===== src/rtl/alu_result_stage.sv =====
// ============================================================================
// alu_result_stage
// ----------------------------------------------------------------------------
// Execute-to-writeback stage that sits directly behind the 32-bit ALU.
//
// Each ALU result is captured into a 2-entry skid buffer, together with:
//   - its flags {N,Z,C,V}
//   - the ALUop that produced it
//   - its destination register index
// The buffer uses a valid/ready handshake on both sides. The head entry
// drives the register-file write port.
//
// When the head entry is committed (popped), the stage also updates:
//   - the architectural {N,Z,C,V} flag register
//   - a saturating counter of add/sub overflow events
//
// Optional feature (macro ALU_RESULT_OVF_TRAP_EN):
//   When the macro is defined, committing an add/sub entry with V=1 does
//   two things:
//     - raises a one-cycle registered trap pulse
//     - suppresses that entry's register write
//   When the macro is undefined, trap is tied low and overflowing results
//   are written normally.
//
// Ports:
//   clk          in   single clock, rising edge
//   resetn       in   synchronous reset, active-low
//   in_valid     in   upstream has an ALU result this cycle
//   in_ready     out  stage can accept this cycle
//   in_result    in   ALU result                  [DATA_WIDTH]
//   in_overflow  in   ALU overflow (V)
//   in_carryout  in   ALU carry-out (C)
//   in_zero      in   ALU zero (Z)
//   in_aluop     in   ALUop that produced the result  [3]
//   in_dest      in   destination register index  [REG_ADDR_W]
//   out_valid    out  head entry valid
//   out_ready    in   writeback consumes the head entry
//   out_wen      out  register-file write enable for the head entry
//   out_dest     out  head destination index      [REG_ADDR_W]
//   out_wdata    out  head result                 [DATA_WIDTH]
//   flags        out  committed {N,Z,C,V}
//   flag_clr     in   clear committed flags (wins over a same-cycle pop)
//   ovf_count    out  committed add/sub overflow events, saturating [CNT_W]
//   trap         out  overflow trap pulse (0 unless ALU_RESULT_OVF_TRAP_EN)
// ============================================================================
module alu_result_stage #(
  parameter int DATA_WIDTH = 32,
  parameter int REG_ADDR_W = 5,
  parameter int CNT_W      = 8
) (
  input  logic                  clk,
  input  logic                  resetn,
  input  logic                  in_valid,
  output logic                  in_ready,
  input  logic [DATA_WIDTH-1:0] in_result,
  input  logic                  in_overflow,
  input  logic                  in_carryout,
  input  logic                  in_zero,
  input  logic [2:0]            in_aluop,
  input  logic [REG_ADDR_W-1:0] in_dest,
  output logic                  out_valid,
  input  logic                  out_ready,
  output logic                  out_wen,
  output logic [REG_ADDR_W-1:0] out_dest,
  output logic [DATA_WIDTH-1:0] out_wdata,
  output logic [3:0]            flags,
  input  logic                  flag_clr,
  output logic [CNT_W-1:0]      ovf_count,
  output logic                  trap
);

  // ALUop codes that matter for flag and overflow bookkeeping.
  localparam logic [2:0] OP_AND = 3'b000;
  localparam logic [2:0] OP_OR  = 3'b001;
  localparam logic [2:0] OP_ADD = 3'b010;
  localparam logic [2:0] OP_SUB = 3'b110;
  localparam logic [2:0] OP_SLT = 3'b111;

  // Bit positions inside a 4-bit {N,Z,C,V} flag vector.
  localparam int FN = 3;
  localparam int FZ = 2;
  localparam int FC = 1;
  localparam int FV = 0;

  // Buffer occupancy doubles as the state of the stage.
  typedef enum logic [1:0] {
    OCC_EMPTY = 2'd0,
    OCC_ONE   = 2'd1,
    OCC_FULL  = 2'd2
  } occ_t;

  occ_t occ;
  occ_t occ_next;

  // Slot index of the oldest entry.
  logic head;
  logic wr_idx;
  logic push;
  logic pop;

  // Entry storage, one element per slot.
  logic [DATA_WIDTH-1:0] ent_result [2];
  logic [REG_ADDR_W-1:0] ent_dest   [2];
  logic [2:0]            ent_aluop  [2];
  logic [3:0]            ent_flags  [2];

  // Fields of the head entry.
  logic [2:0] head_aluop;
  logic [3:0] head_flags;
  logic       head_is_addsub;
  logic       ovf_event;
  logic       dest_nonzero;

  logic [3:0] flags_next;

  // --------------------------------------------------------------------------
  // Handshake
  // --------------------------------------------------------------------------
  // in_ready comes from the registered occupancy only, so there is no
  // combinational path from in_valid to in_ready. It is also forced low
  // while reset is asserted.
  assign in_ready  = resetn && (occ != OCC_FULL);
  assign out_valid = (occ != OCC_EMPTY);
  assign push      = in_valid && in_ready;
  assign pop       = out_valid && out_ready;

  // --------------------------------------------------------------------------
  // Write slot
  // --------------------------------------------------------------------------
  // With one entry held, the free slot is the one not at head. That holds
  // even when the same edge also pops, because head then moves onto that
  // very slot.
  assign wr_idx = (occ == OCC_ONE) ? ~head : head;

  // --------------------------------------------------------------------------
  // Head entry fields
  // --------------------------------------------------------------------------
  assign out_wdata      = ent_result[head];
  assign out_dest       = ent_dest[head];
  assign head_aluop     = ent_aluop[head];
  assign head_flags     = ent_flags[head];
  assign head_is_addsub = (head_aluop == OP_ADD) || (head_aluop == OP_SUB);
  assign ovf_event      = pop && head_is_addsub && head_flags[FV];
  assign dest_nonzero   = (out_dest != '0);

  // --------------------------------------------------------------------------
  // Occupancy next-state
  // --------------------------------------------------------------------------
  // A full buffer cannot see a push, because in_ready is low when full.
  always_comb begin
    occ_next = occ;
    case (occ)
      OCC_EMPTY: begin
        if (push) occ_next = OCC_ONE;
      end
      OCC_ONE: begin
        if (push && !pop)      occ_next = OCC_FULL;
        else if (!push && pop) occ_next = OCC_EMPTY;
      end
      OCC_FULL: begin
        if (pop) occ_next = OCC_ONE;
      end
      default: occ_next = OCC_EMPTY;
    endcase
  end

  // --------------------------------------------------------------------------
  // Occupancy and head pointer registers
  // --------------------------------------------------------------------------
  // Reset throws away whatever was buffered.
  always_ff @(posedge clk) begin
    if (!resetn) begin
      occ  <= OCC_EMPTY;
      head <= 1'b0;
    end else begin
      occ <= occ_next;
      if (pop) head <= ~head;
    end
  end

  // --------------------------------------------------------------------------
  // Entry storage
  // --------------------------------------------------------------------------
  // The payload needs no reset: it is only observed through out_valid.
  // N is taken from the result's sign bit. Z, C and V come straight from
  // the ALU.
  always_ff @(posedge clk) begin
    if (push) begin
      ent_result[wr_idx] <= in_result;
      ent_dest[wr_idx]   <= in_dest;
      ent_aluop[wr_idx]  <= in_aluop;
      ent_flags[wr_idx]  <= {in_result[DATA_WIDTH-1], in_zero,
                             in_carryout, in_overflow};
    end
  end

  // --------------------------------------------------------------------------
  // Committed flag next-value
  // --------------------------------------------------------------------------
  // Which flags a commit loads depends on the ALUop class:
  //   - add/sub:  all four flags
  //   - and/or:   N and Z only
  //   - slt:      Z and V only
  //   - anything else leaves the flags alone
  // flag_clr wins over any same-cycle commit.
  always_comb begin
    flags_next = flags;
    if (flag_clr) begin
      flags_next = 4'b0000;
    end else if (pop) begin
      case (head_aluop)
        OP_ADD, OP_SUB: begin
          flags_next = head_flags;
        end
        OP_AND, OP_OR: begin
          flags_next[FN] = head_flags[FN];
          flags_next[FZ] = head_flags[FZ];
        end
        OP_SLT: begin
          flags_next[FZ] = head_flags[FZ];
          flags_next[FV] = head_flags[FV];
        end
        default: flags_next = flags;
      endcase
    end
  end

  // --------------------------------------------------------------------------
  // Committed flags and overflow counter registers
  // --------------------------------------------------------------------------
  // The counter sticks at all-ones instead of wrapping. flag_clr does not
  // touch it.
  always_ff @(posedge clk) begin
    if (!resetn) begin
      flags     <= 4'b0000;
      ovf_count <= '0;
    end else begin
      flags <= flags_next;
      if (ovf_event && (ovf_count != {CNT_W{1'b1}})) begin
        ovf_count <= ovf_count + CNT_W'(1);
      end
    end
  end

`ifdef ALU_RESULT_OVF_TRAP_EN
  // --------------------------------------------------------------------------
  // Overflow trap (feature enabled)
  // --------------------------------------------------------------------------
  // The trap is a registered pulse: it is high for exactly the cycle after
  // the commit of an overflowing add/sub. That entry's register write is
  // blocked while it sits at the head.
  logic trap_q;

  always_ff @(posedge clk) begin
    if (!resetn) trap_q <= 1'b0;
    else         trap_q <= ovf_event;
  end

  assign trap    = trap_q;
  assign out_wen = out_valid && dest_nonzero
                   && !(head_is_addsub && head_flags[FV]);
`else
  // --------------------------------------------------------------------------
  // Overflow trap (feature disabled)
  // --------------------------------------------------------------------------
  // No trap. Overflowing results are written like any other, and writes to
  // register 0 are dropped.
  assign trap    = 1'b0;
  assign out_wen = out_valid && dest_nonzero;
`endif

endmodule


===== config.mk =====
export PLATFORM = sky130hd
export DESIGN_NAME = alu_result_stage
export DESIGN_NICKNAME = d
export VERILOG_FILES = /design/src/rtl/alu_result_stage.sv
export SDC_FILE = /design/constraint.sdc
export NUM_CORES = 1
export LEC_CHECK = 0
export CAP_MARGIN = 25
export CORE_ASPECT_RATIO = 0.8
export CORE_UTILIZATION = 40
export CTS_CLUSTER_SIZE = 30
export DETAILED_ROUTE_END_ITERATION = 8
export GPL_ROUTABILITY_DRIVEN = 0
export PLACE_DENSITY = 0.76
export SETUP_SLACK_MARGIN = 0.1
export SLEW_MARGIN = 20
export SYNTH_ARGS = -nofsm -noshare
export SYNTH_HDL_FRONTEND = slang
export SYNTH_SLANG_ARGS = --single-unit

===== constraint.sdc =====
create_clock -name clk -period 5.6 [get_ports clk]
set_input_delay 1.68 -clock clk [delete_from_list [all_inputs] [get_ports clk]]
set_output_delay 1.68 -clock clk [all_outputs]
set_load 0.01 [all_outputs]

==> flow_summary.rst, run 1 <==
.. list-table::
   :header-rows: 1

   * - Metric
     - Value
   * - Run status
     - finished clean
   * - Vias after detailed routing
     - between 2000 and 2500
   * - Synth warnings
     - 0
   * - Final Core Density
     - 56.5%
   * - Port-buffer cells
     - 99
   * - Part of the cycle the worst path needs
     - 85.6%
   * - Total area of multi-input combinational cells
     - ~1000 sq um
   * - Dpl cells
     - approximately 470
   * - Total GRT Usage
     - 14.9%
   * - Placed Area
     - 5110 sq um
   * - Pin count of the biggest net entering global routing
     - 33
   * - Crit path capture type
     - primary output
   * - Inserted Clock Buffers
     - 9
   * - Post-cts gate resize count
     - 0
   * - Max FO, Critical Path
     - 14
   * - Critical setup path kind
     - in -> out
   * - Longest Clk Path Bufs
     - 2
   * - Cell Count, Final, Fillers Out
     - ~480
   * - Share of final-layout standard cells stronger than drive strength 1
     - 18.8%
   * - Maximum clock frequency
     - 209 MHz
   * - DRC violation count after routing
     - 0
   * - Static power due to leakage
     - 1.78 nW
   * - CTS tree
     - built
   * - Register area share after synthesis
     - 73.3%
   * - Number of synthesized flops with an enable pin
     - 86
   * - Number of antenna violations at the first check in global routing
     - 0
   * - Initial core utilization
     - 41.1%
   * - Avg Vias per Cell
     - 4.85
   * - Layout overhead on the synthesized area
     - 37.6%
   * - Pins Over Slew Limit
     - 0
   * - Worst min-delay path class
     - reg -> reg
   * - Mapped Nets
     - 284
   * - Horizontal die dimension
     - 113 um
   * - Clock skew
     - between 0.008 and 0.009 ns
   * - Clock slew at the register clock pins of the worst setup and hold paths
     - roughly 0.060 ns
   * - Wire per inst
     - ~15 um
   * - Syn Std Cell Area
     - 3960 sq um
   * - Core area
     - 9650 sq um
   * - Synth Register Bits
     - 102
   * - Net count, final
     - 390
   * - Element type at the critical path start
     - input port
   * - H-Tree Level Count
     - 3
   * - Vertical die dimension
     - between 90 and 100 um
   * - Total power density per cell area
     - 313 nW/um^2
   * - Smallest hold slack
     - 0.494 ns
   * - CP Data Arrival Time
     - between 3 and 4 ns
   * - DRC violation total after the first TritonRoute iteration
     - 81
   * - CTS Hold Bufs
     - 0
   * - Total wirelength of the detailed-routed design
     - approximately 7200 um
   * - Half-perimeter wire length of the detailed placement result
     - between 4000 and 5000 um
   * - Setup TNS
     - 0 ns
   * - Worst slack after detailed placement
     - ~0.79 ns
   * - Filler Cells Inserted
     - 779
   * - RSZ-0062 raised after global routing
     - false
   * - Number of placed I/O pins
     - just over 100
   * - Footprint of the flip-flops and latches
     - ~2900 sq um
   * - Highest-count cells in the layout ignoring fill and taps
     - sky130_fd_sc_hd__clkdlybuf4s50_1, sky130_fd_sc_hd__edfxtp_1, sky130_fd_sc_hd__mux2_2, sky130_fd_sc_hd__dfxtp_1, sky130_fd_sc_hd__nor2_1
   * - Most common library cell in the layout ignoring fill and taps
     - sky130_fd_sc_hd__clkdlybuf4s50_1
   * - Setup violators final
     - 0
   * - Final critical-path setup slack
     - 0.809 ns
   * - Max-capacitance violation count
     - 0
   * - Vias in the first global route
     - 2399
   * - Aggregate global routing overflow
     - 0
   * - Share of synthesized flip-flops with an asynchronous set or reset
     - 0%
   * - Post-CTS Repair Setup Buffers
     - 0
   * - Die footprint
     - between 10000 and 15000 sq um
   * - Final antenna-violating net count
     - 0
   * - Std cell rows
     - 32
   * - Source-to-sink clock delay at the later pin of the worst-skew pair
     - 0.33 ns
   * - Worst Tran Pin Value
     - 0.852 ns
   * - Post-route cell area
     - 5450 sq um
   * - Design Power
     - 1.71 mW
   * - Final critical-path required period
     - roughly 4.8 ns
   * - Distinct cell type count after synthesis
     - 40
   * - Clock root buffer
     - sky130_fd_sc_hd__clkbuf_16
   * - Number of inserted diodes
     - 0
   * - Synth Instances
     - 235
   * - Total number of clock tree sinks
     - 102
   * - Prevailing post-synth register cell
     - sky130_fd_sc_hd__edfxtp_1
   * - Relative slew slack
     - 43.1%
   * - Average footprint of a synthesized cell
     - 16.9 sq um
   * - Detailed-routing iteration count for the pre-antenna-repair pass
     - 4
   * - Wire length of the first global-routing pass
     - 11700 um
   * - Worst-case vdd ir drop
     - 0.000227 V
   * - Required time worst endpoint
     - 3.92 ns
   * - Count of endpoints failing hold in the final timing report
     - 0
Yosys cell counts (2+ instances only):
cell	instances	area, sq um
sky130_fd_sc_hd__buf_1	3	11.3
sky130_fd_sc_hd__edfxtp_1	86	2580
sky130_fd_sc_hd__or4_1	4	30.0
sky130_fd_sc_hd__mux2_2	38	428
sky130_fd_sc_hd__nor4_1	2	12.5
sky130_fd_sc_hd__dfxtp_1	16	320
sky130_fd_sc_hd__nor2b_1	3	18.8
sky130_fd_sc_hd__nor2_1	12	45.0
sky130_fd_sc_hd__or2_2	2	12.5
sky130_fd_sc_hd__mux2i_1	9	90.1
sky130_fd_sc_hd__nand4_1	2	12.5
sky130_fd_sc_hd__nand3_1	2	10.0
sky130_fd_sc_hd__or3_1	2	12.5
sky130_fd_sc_hd__buf_4	2	15.0
sky130_fd_sc_hd__nor3b_1	4	30.0
sky130_fd_sc_hd__o21a_1	2	15.0
sky130_fd_sc_hd__o31ai_1	2	15.0
sky130_fd_sc_hd__a21oi_1	7	35.0
sky130_fd_sc_hd__nor3_1	3	15.0
sky130_fd_sc_hd__buf_6	2	22.5
sky130_fd_sc_hd__nand2_1	7	26.3
sky130_fd_sc_hd__o41ai_1	3	26.3
sky130_fd_sc_hd__inv_1	3	11.3
sky130_fd_sc_hd__nand2b_1	3	18.8
state kept, by name, indices dropped and copies added, names as in the netlist, named ones only:
name / count
ent_result: 64
ent_dest: 10
ovf_count: 8
ent_aluop: 6
ent_flags: 6
flags: 4
occ: 2
head: 1
final cells by class:
type                    count  area share [%]
repair buffers            104            19.2
clock inverters             6            1.61
multi-input cells         121            18.4
clock buffers               9            4.13
well taps                 136            3.12
flip-flops and latches    102            53.3
inverters                   3           0.207
final timing paths:
check                           depth (start not counted)  slack, ns            to    startpoint
worst max-delay path                                    5       0.81      in_ready        resetn
worst min-delay path                                    2       0.49  ovf_count[1]  ovf_count[1]
worst max register to register                          5       3.17  ovf_count[7]      register
worst min register to register                          2       0.49  ovf_count[1]  ovf_count[1]
report_power, final:
group          total [mW]  internal [mW]  switching [mW]
Clock               0.647          0.388           0.259
Sequential          0.871          0.858          0.0137
Combinational       0.191          0.113          0.0773
Total                1.71           1.36           0.350
cells by family (layout without fill, tap and decap cells):
family | Yosys count | after routing | share of synthesized area, %
DFF | 102 | 102 | 73.3
buffers and inverters | 12 | 122 | 1.74
muxes | 48 | 48 | 13.4
AOI/OAI and AO/OA | 20 | 20 | 3.50
xor gates and xnor gates | 1 | 1 | 0.221
adders and majority gates | 1 | 1 | 0.316
other | 1 | 1 | 0.0946
and+or+nand+nor | 50 | 50 | 7.45
worst max-delay path: stages:
cell and delay [ns]:
sky130_fd_sc_hd__clkdlybuf4s50_1 0.45, sky130_fd_sc_hd__buf_4 0.18, sky130_fd_sc_hd__inv_1 0.13, sky130_fd_sc_hd__nor2_1 0.12
sky130_fd_sc_hd__clkdlybuf4s50_1 0.54
routing by layer:
layer  global-route usage (%)  share of wire, %
met1                     18.0                46
met2                     25.3                48
met3                     4.74               5.0
met4                     4.50               1.4
met5                        0                 0
Note: power is estimated with default switching activity, not from simulation.
==> run 2, diff against run 1 <==
==> constraint.sdc (replaced) <==
create_clock -name clk -period 5.4 [get_ports clk]
set_input_delay 1.62 -clock clk [delete_from_list [all_inputs] [get_ports clk]]
set_output_delay 1.62 -clock clk [all_outputs]
set_load 0.01 [all_outputs]
==> run 2 against run 1 <==
- sequential cell count is the same
- first-iteration DRC count grew 2.5%
- count of clock-buffer cells in the layout grew 6
- clock skew shrank 0.0039 ns
- critical path depth shrank 1
- combinational power grew 2%
==> flow_summary.rst, run 2 (synthesis gave the netlist of run 1 again) <==
.. list-table::
   :header-rows: 1

   * - Metric
     - Value
   * - Initial core utilization
     - 41.1%
   * - Port-buffer cells
     - 99
   * - Cell chain of the critical path
     - clkdlybuf4s50_1 > inv_1 > nor2_1 > clkdlybuf4s50_1
   * - Aggregate global routing overflow
     - 0
   * - Total wirelength of the detailed-routed design
     - roughly 7400 um
   * - Pin count of the biggest net entering global routing
     - 36
   * - Critical setup path kind
     - in -> out
   * - Dominant cell type by count on the critical path
     - sky130_fd_sc_hd__clkdlybuf4s50_1
   * - Vias after detailed routing
     - 2329
   * - H-Tree Level Count
     - 3
   * - Most common library cell in the layout ignoring fill and taps
     - sky130_fd_sc_hd__clkdlybuf4s50_1
   * - Delay of the slowest critical-path stage
     - around 0.54 ns
   * - Share of final-layout standard cells stronger than drive strength 1
     - 17.7%
   * - Clock skew
     - just over 0.004 ns
   * - Final critical-path required period
     - 4.50 ns
   * - Worst Tran Pin Value
     - 0.695 ns
   * - Vias in the first global route
     - 2449
   * - Clock slew at the register clock pins of the worst setup and hold paths
     - about 0.06 ns
   * - Highest-count cells in the layout ignoring fill and taps
     - sky130_fd_sc_hd__clkdlybuf4s50_1, sky130_fd_sc_hd__edfxtp_1, sky130_fd_sc_hd__mux2_2, sky130_fd_sc_hd__dfxtp_1, sky130_fd_sc_hd__nor2_1
   * - Number of flip-flops in the largest register
     - 64
   * - DRC violation total after the first TritonRoute iteration
     - 83
   * - Longest Clk Path Bufs
     - 2
   * - Inserted Clock Buffers
     - 9
   * - Final critical-path setup slack
     - about 0.90 ns
   * - Avg Vias per Cell
     - 4.84
   * - Core area
     - 9650 sq um
   * - Required time worst endpoint
     - approximately 3.8 ns
   * - Cell Count, Final, Fillers Out
     - 481
   * - Pins Over Slew Limit
     - 0
   * - Element type at the critical path start
     - input port
   * - Half-perimeter wire length of the detailed placement result
     - 5040 um
   * - Max FO, Critical Path
     - 7
   * - Detailed-routing iteration count for the pre-antenna-repair pass
     - 4
   * - CTS Hold Bufs
     - 0
   * - Clock root buffer
     - sky130_fd_sc_hd__clkbuf_16
   * - RSZ-0062 raised after global routing
     - false
   * - Total GRT Usage
     - 15.1%
   * - Wire per inst
     - 15.4 um
   * - CP Data Arrival Time
     - 2.88 ns
   * - Slowest stage cell on the critical path
     - sky130_fd_sc_hd__clkdlybuf4s50_1
   * - Total power density per cell area
     - 311 nW/um^2
   * - Smallest hold slack
     - 0.493 ns
   * - Dpl cells
     - 465
   * - Std cell rows
     - 32
   * - Run status
     - finished clean
   * - Worst min-delay path class
     - reg -> reg
   * - Wire length of the first global-routing pass
     - between 10000 and 15000 um
   * - Static power due to leakage
     - around 1.8 nW
   * - CTS tree
     - built
   * - Worst-case vdd ir drop
     - 0.000173 V
   * - Post-CTS Repair Setup Buffers
     - 0
   * - Part of the cycle the worst path needs
     - 83.3%
   * - Layout overhead on the synthesized area
     - 35.6%
   * - Net count, final
     - slightly below 400
   * - Largest registers
     - ent_result x64, ent_dest x10, ovf_count x8
   * - Die footprint
     - around 10000 sq um
   * - Number of antenna violations at the first check in global routing
     - 0
   * - Horizontal die dimension
     - 113 um
   * - Source-to-sink clock delay at the later pin of the worst-skew pair
     - 0.33 ns
   * - Design Power
     - 1.67 mW
   * - Count of endpoints failing hold in the final timing report
     - 0
   * - Top reg by flops
     - ent_result
   * - Setup TNS
     - 0 ns
   * - Number of placed I/O pins
     - 101
   * - Setup violators final
     - 0
   * - Post-cts gate resize count
     - 0
   * - Total number of clock tree sinks
     - 102
   * - Crit path capture type
     - primary output
   * - Final antenna-violating net count
     - 0
   * - Worst slack after detailed placement
     - 0.893 ns
   * - Max-capacitance violation count
     - 0
   * - Setup slack on the worst flop-to-flop path
     - 2.94 ns
   * - Number of inserted diodes
     - 0
   * - Relative slew slack
     - 53.6%
   * - Maximum clock frequency
     - 222 MHz
   * - Vertical die dimension
     - 91.0 um
   * - DRC violation count after routing
     - 0
==> run 2: cell type report <==
| class | count | area, sq um |
|---|---|---|
| Multi-Input combinational cell | 121 | 1010 |
| Clock buffer | 15 | 258 |
| Timing Repair Buffer | 103 | 1020 |
| Sequential cell | 102 | 2900 |
| Clock inverter | 1 | 5.00 |
| Tap cell | 136 | 170 |
| Inverter | 3 | 11.3 |
| Fill cell | 785 | 4270 |
==> run 2: worst max-delay path, delay by kind of cell <==
kind / cells / cell delay, ns
and+or+nand+nor: 1 / 0.13
buffers and inverters: 3 / 1.13
==> run 2: path summary, 6_finish.rpt <==
kind | from | end | cells after the start
max | resetn | in_ready | 4
min | ovf_count[1] | ovf_count[1] | 2
max reg2reg | register | ovf_count[7] | 5
min reg2reg | ovf_count[1] | ovf_count[1] | 2
==> run 2: through the flow <==
stage          util, %  area [sq um]
2_1_floorplan        -          3960
3_3_place_gp      53.0          5110
3_5_place_dp      53.0          5110
4_1_cts           55.7          5380
5_1_grt           55.7          5380
6_report          55.7          5380
==> run 2: routing by layer <==
layer / track usage [%] / share of wire, %
met1: 19.3 / 45
met2: 24.6 / 48
met3: 4.54 / 5.9
met4: 5.26 / 1.2
met5: 0 / 0
==> run 2: power breakdown <==
part           total (mW)  switching, mW  leakage, nW  internal [mW]
clock               0.574          0.249        0.128          0.325
combinational       0.195         0.0805        0.708          0.115
sequential          0.904         0.0140        0.919          0.890
total                1.67          0.343         1.75           1.33
==> run 3, diff against run 2 <==
==> constraint.sdc (replaced) <==
create_clock -name clk -period 4.2 [get_ports clk]
set_input_delay 1.26 -clock clk [delete_from_list [all_inputs] [get_ports clk]]
set_output_delay 1.26 -clock clk [all_outputs]
set_load 0.01 [all_outputs]
==> run 3 against run 2 <==
- non-clock buffer count unchanged
- critical path type is now reg -> out
- clock power up 62%
- sequential share of layout area shrank 0.77 points
- final cell count stayed put
- setup slack got worse by 0.49 ns
- design area is 1.4% higher
- sequential cell count unchanged
- total power is 40% higher
- count of clock-buffer cells in the layout is 5 lower
==> flow_summary.rst, run 3 (synthesis gave the netlist of run 1 again) <==
.. list-table::
   :header-rows: 1

   * - Metric
     - Value
   * - Inserted Clock Buffers
     - 9
   * - Total power density per cell area
     - between 400 and 500 nW/um^2
   * - Worst slack after detailed placement
     - 0.421 ns
   * - Buf+Inv Stages, Crit Path
     - 1
   * - DRC violation total after the first TritonRoute iteration
     - 97
   * - Run status
     - finished clean
   * - Number of antenna violations at the first check in global routing
     - 0
   * - Maximum clock frequency
     - 264 MHz
   * - Required time worst endpoint
     - a little under 3 ns
   * - Post-route cell area
     - 5450 sq um
   * - Total number of clock tree sinks
     - between 100 and 150
   * - Std cell rows
     - 32
   * - Pins Over Slew Limit
     - 0
   * - Most common library cell in the layout ignoring fill and taps
     - sky130_fd_sc_hd__clkdlybuf4s50_1
   * - Highest-count cells in the layout ignoring fill and taps
     - sky130_fd_sc_hd__clkdlybuf4s50_1, sky130_fd_sc_hd__edfxtp_1, sky130_fd_sc_hd__mux2_2, sky130_fd_sc_hd__dfxtp_1, sky130_fd_sc_hd__nor2_1
   * - Share of power burned in the clock network
     - 39.8%
   * - Net switching fraction of the power
     - 20.1%
   * - Core area
     - 9650 sq um
   * - Clock slew at the register clock pins of the worst setup and hold paths
     - approximately 0.060 ns
   * - Setup violators final
     - 0
   * - Avg Vias per Cell
     - 4.91
   * - Largest registers
     - ent_result x64, ent_dest x10, ovf_count x8
   * - CTS Hold Bufs
     - 0
   * - Final Core Density
     - 56.5%
   * - DRC violation count after routing
     - 0
   * - Placed Area
     - 5110 sq um
   * - RSZ-0062 raised after global routing
     - false
   * - Vias after detailed routing
     - 2363
   * - Cell type group with the largest total delay on the critical path
     - flip-flops
   * - Count of endpoints failing hold in the final timing report
     - 0
   * - Smallest hold slack
     - 0.495 ns
   * - Post-cts gate resize count
     - 0
   * - Part of the cycle the worst path needs
     - 90.2%
   * - Relative slew slack
     - approximately 60%
   * - Seq pwr share
     - 49.5%
   * - Clock root buffer
     - sky130_fd_sc_hd__clkbuf_16
   * - Longest Clk Path Bufs
     - 2
   * - Clock skew
     - 0.00428 ns
   * - Vias in the first global route
     - between 2000 and 2500
   * - Combinational cell fraction of total power
     - a little over a tenth
   * - Vertical die dimension
     - about 91 um
   * - Cell chain of the critical path
     - mux2_2 > or4_1 > o21a_1 > clkdlybuf4s50_1
   * - Detailed-routing iteration count for the pre-antenna-repair pass
     - 4
   * - Delay of the slowest critical-path stage
     - around 0.62 ns
   * - Wire length of the first global-routing pass
     - 11800 um
   * - Max-capacitance violation count
     - 0
   * - H-Tree Level Count
     - 3
   * - Wire per inst
     - 15.4 um
   * - Total wirelength of the detailed-routed design
     - 7410 um
   * - Worst Tran Pin Value
     - 0.599 ns
   * - Pin count of the biggest net entering global routing
     - between 40 and 50
   * - Setup TNS
     - 0 ns
   * - Horizontal die dimension
     - 113 um
   * - Number of flip-flops in the largest register
     - between 60 and 70
   * - Power Internal
     - 1.87 mW
   * - Reported net switching power
     - 471 uW
   * - Final antenna-violating net count
     - 0
   * - Number of placed I/O pins
     - 101
   * - Crit path capture type
     - primary output
   * - Net count, final
     - 389
   * - Worst hold path startpoint
     - ovf_count[1]
   * - Aggregate global routing overflow
     - 0
   * - Worst min-delay path class
     - reg -> reg
   * - Number of inserted diodes
     - 0
   * - Element type at the critical path start
     - register
   * - CP Data Arrival Time
     - 2.53 ns
   * - CTS tree
     - built
   * - Slowest stage cell on the critical path
     - sky130_fd_sc_hd__dfxtp_2
   * - Port-buffer cells
     - 99
   * - Total GRT Usage
     - 15.2%
   * - Layout overhead on the synthesized area
     - 37.6%
   * - Post-CTS Repair Setup Buffers
     - 0
   * - Top reg by flops
     - ent_result
   * - Source-to-sink clock delay at the later pin of the worst-skew pair
     - 0.33 ns
   * - Static power due to leakage
     - ~1.8 nW
   * - Final critical-path required period
     - between 3 and 4 ns
   * - Final critical-path setup slack
     - 0.411 ns
   * - Worst-case vdd ir drop
     - 0.000279 V
   * - Max FO, Critical Path
     - 19
   * - Critical setup path kind
     - reg -> out
   * - Half-perimeter wire length of the detailed placement result
     - 4860 um
   * - Die footprint
     - 10300 sq um
   * - Initial core utilization
     - 41.1%
   * - Share of final-layout standard cells stronger than drive strength 1
     - 18.8%
run 3: cell types whose count changed in the layout (fill, tap and decap cells not counted):
cell,before,now
sky130_fd_sc_hd__clkbuf_8,1,0
sky130_fd_sc_hd__bufinv_16,0,3
sky130_fd_sc_hd__clkinv_4,0,1
sky130_fd_sc_hd__clkbuf_1,5,1
sky130_fd_sc_hd__clkinvlp_4,0,1
run 3: worst paths after layout:
check	to	slack (ns)	depth (start not counted)
worst max-delay path	out_wen	0.41	4
worst min-delay path	ovf_count[1]	0.49	2
worst max register to register	ovf_count[7]	1.77	5
worst min register to register	ovf_count[1]	0.49	2
run 3: worst min-delay path, stage by stage (launching register included):
cell,delay (ns)
sky130_fd_sc_hd__dfxtp_1,0.33
sky130_fd_sc_hd__nand2_1,0.06
sky130_fd_sc_hd__mux2i_1,0.05
run 3: power by group through the flow:
stage	sequential [mW]	combinational (mW)	clock [mW]
global placement	1.18	0.248	0
CTS	1.16	0.254	0.954
floorplan	1.18	0.119	0
detailed placement	1.18	0.253	0
finish	1.16	0.252	0.932
global route	1.16	0.270	0.990
run 3: metal layers:
| metal | GRT usage [%] | routed length, um | vias up |
|---|---|---|---|
| met2 | 25.1 | 3560 | 77 |
| li1 | - | - | 1118 |
| met3 | 5.54 | 473 | 11 |
| met4 | 4.50 | 88 | 0 |
| met1 | 18.7 | 3290 | 1157 |
| met5 | 0 | 0 | - |
run 3: area by class of cell:
| cell class | count | area [sq um] |
|---|---|---|
| inverters | 3 | 11.3 |
| clock inverters | 6 | 111 |
| fillers | 800 | 4200 |
| multi-input cells | 121 | 1010 |
| flip-flops and latches | 102 | 2900 |
| repair buffers | 103 | 1020 |
| well taps | 136 | 170 |
| clock buffers | 10 | 229 |
run 3: through the flow:
stage          instances  total power [mW]
2_1_floorplan        235              1.30
3_3_place_gp         465              1.43
3_5_place_dp         465              1.44
4_1_cts              481              2.37
5_1_grt              481              2.43
6_report             481              2.34
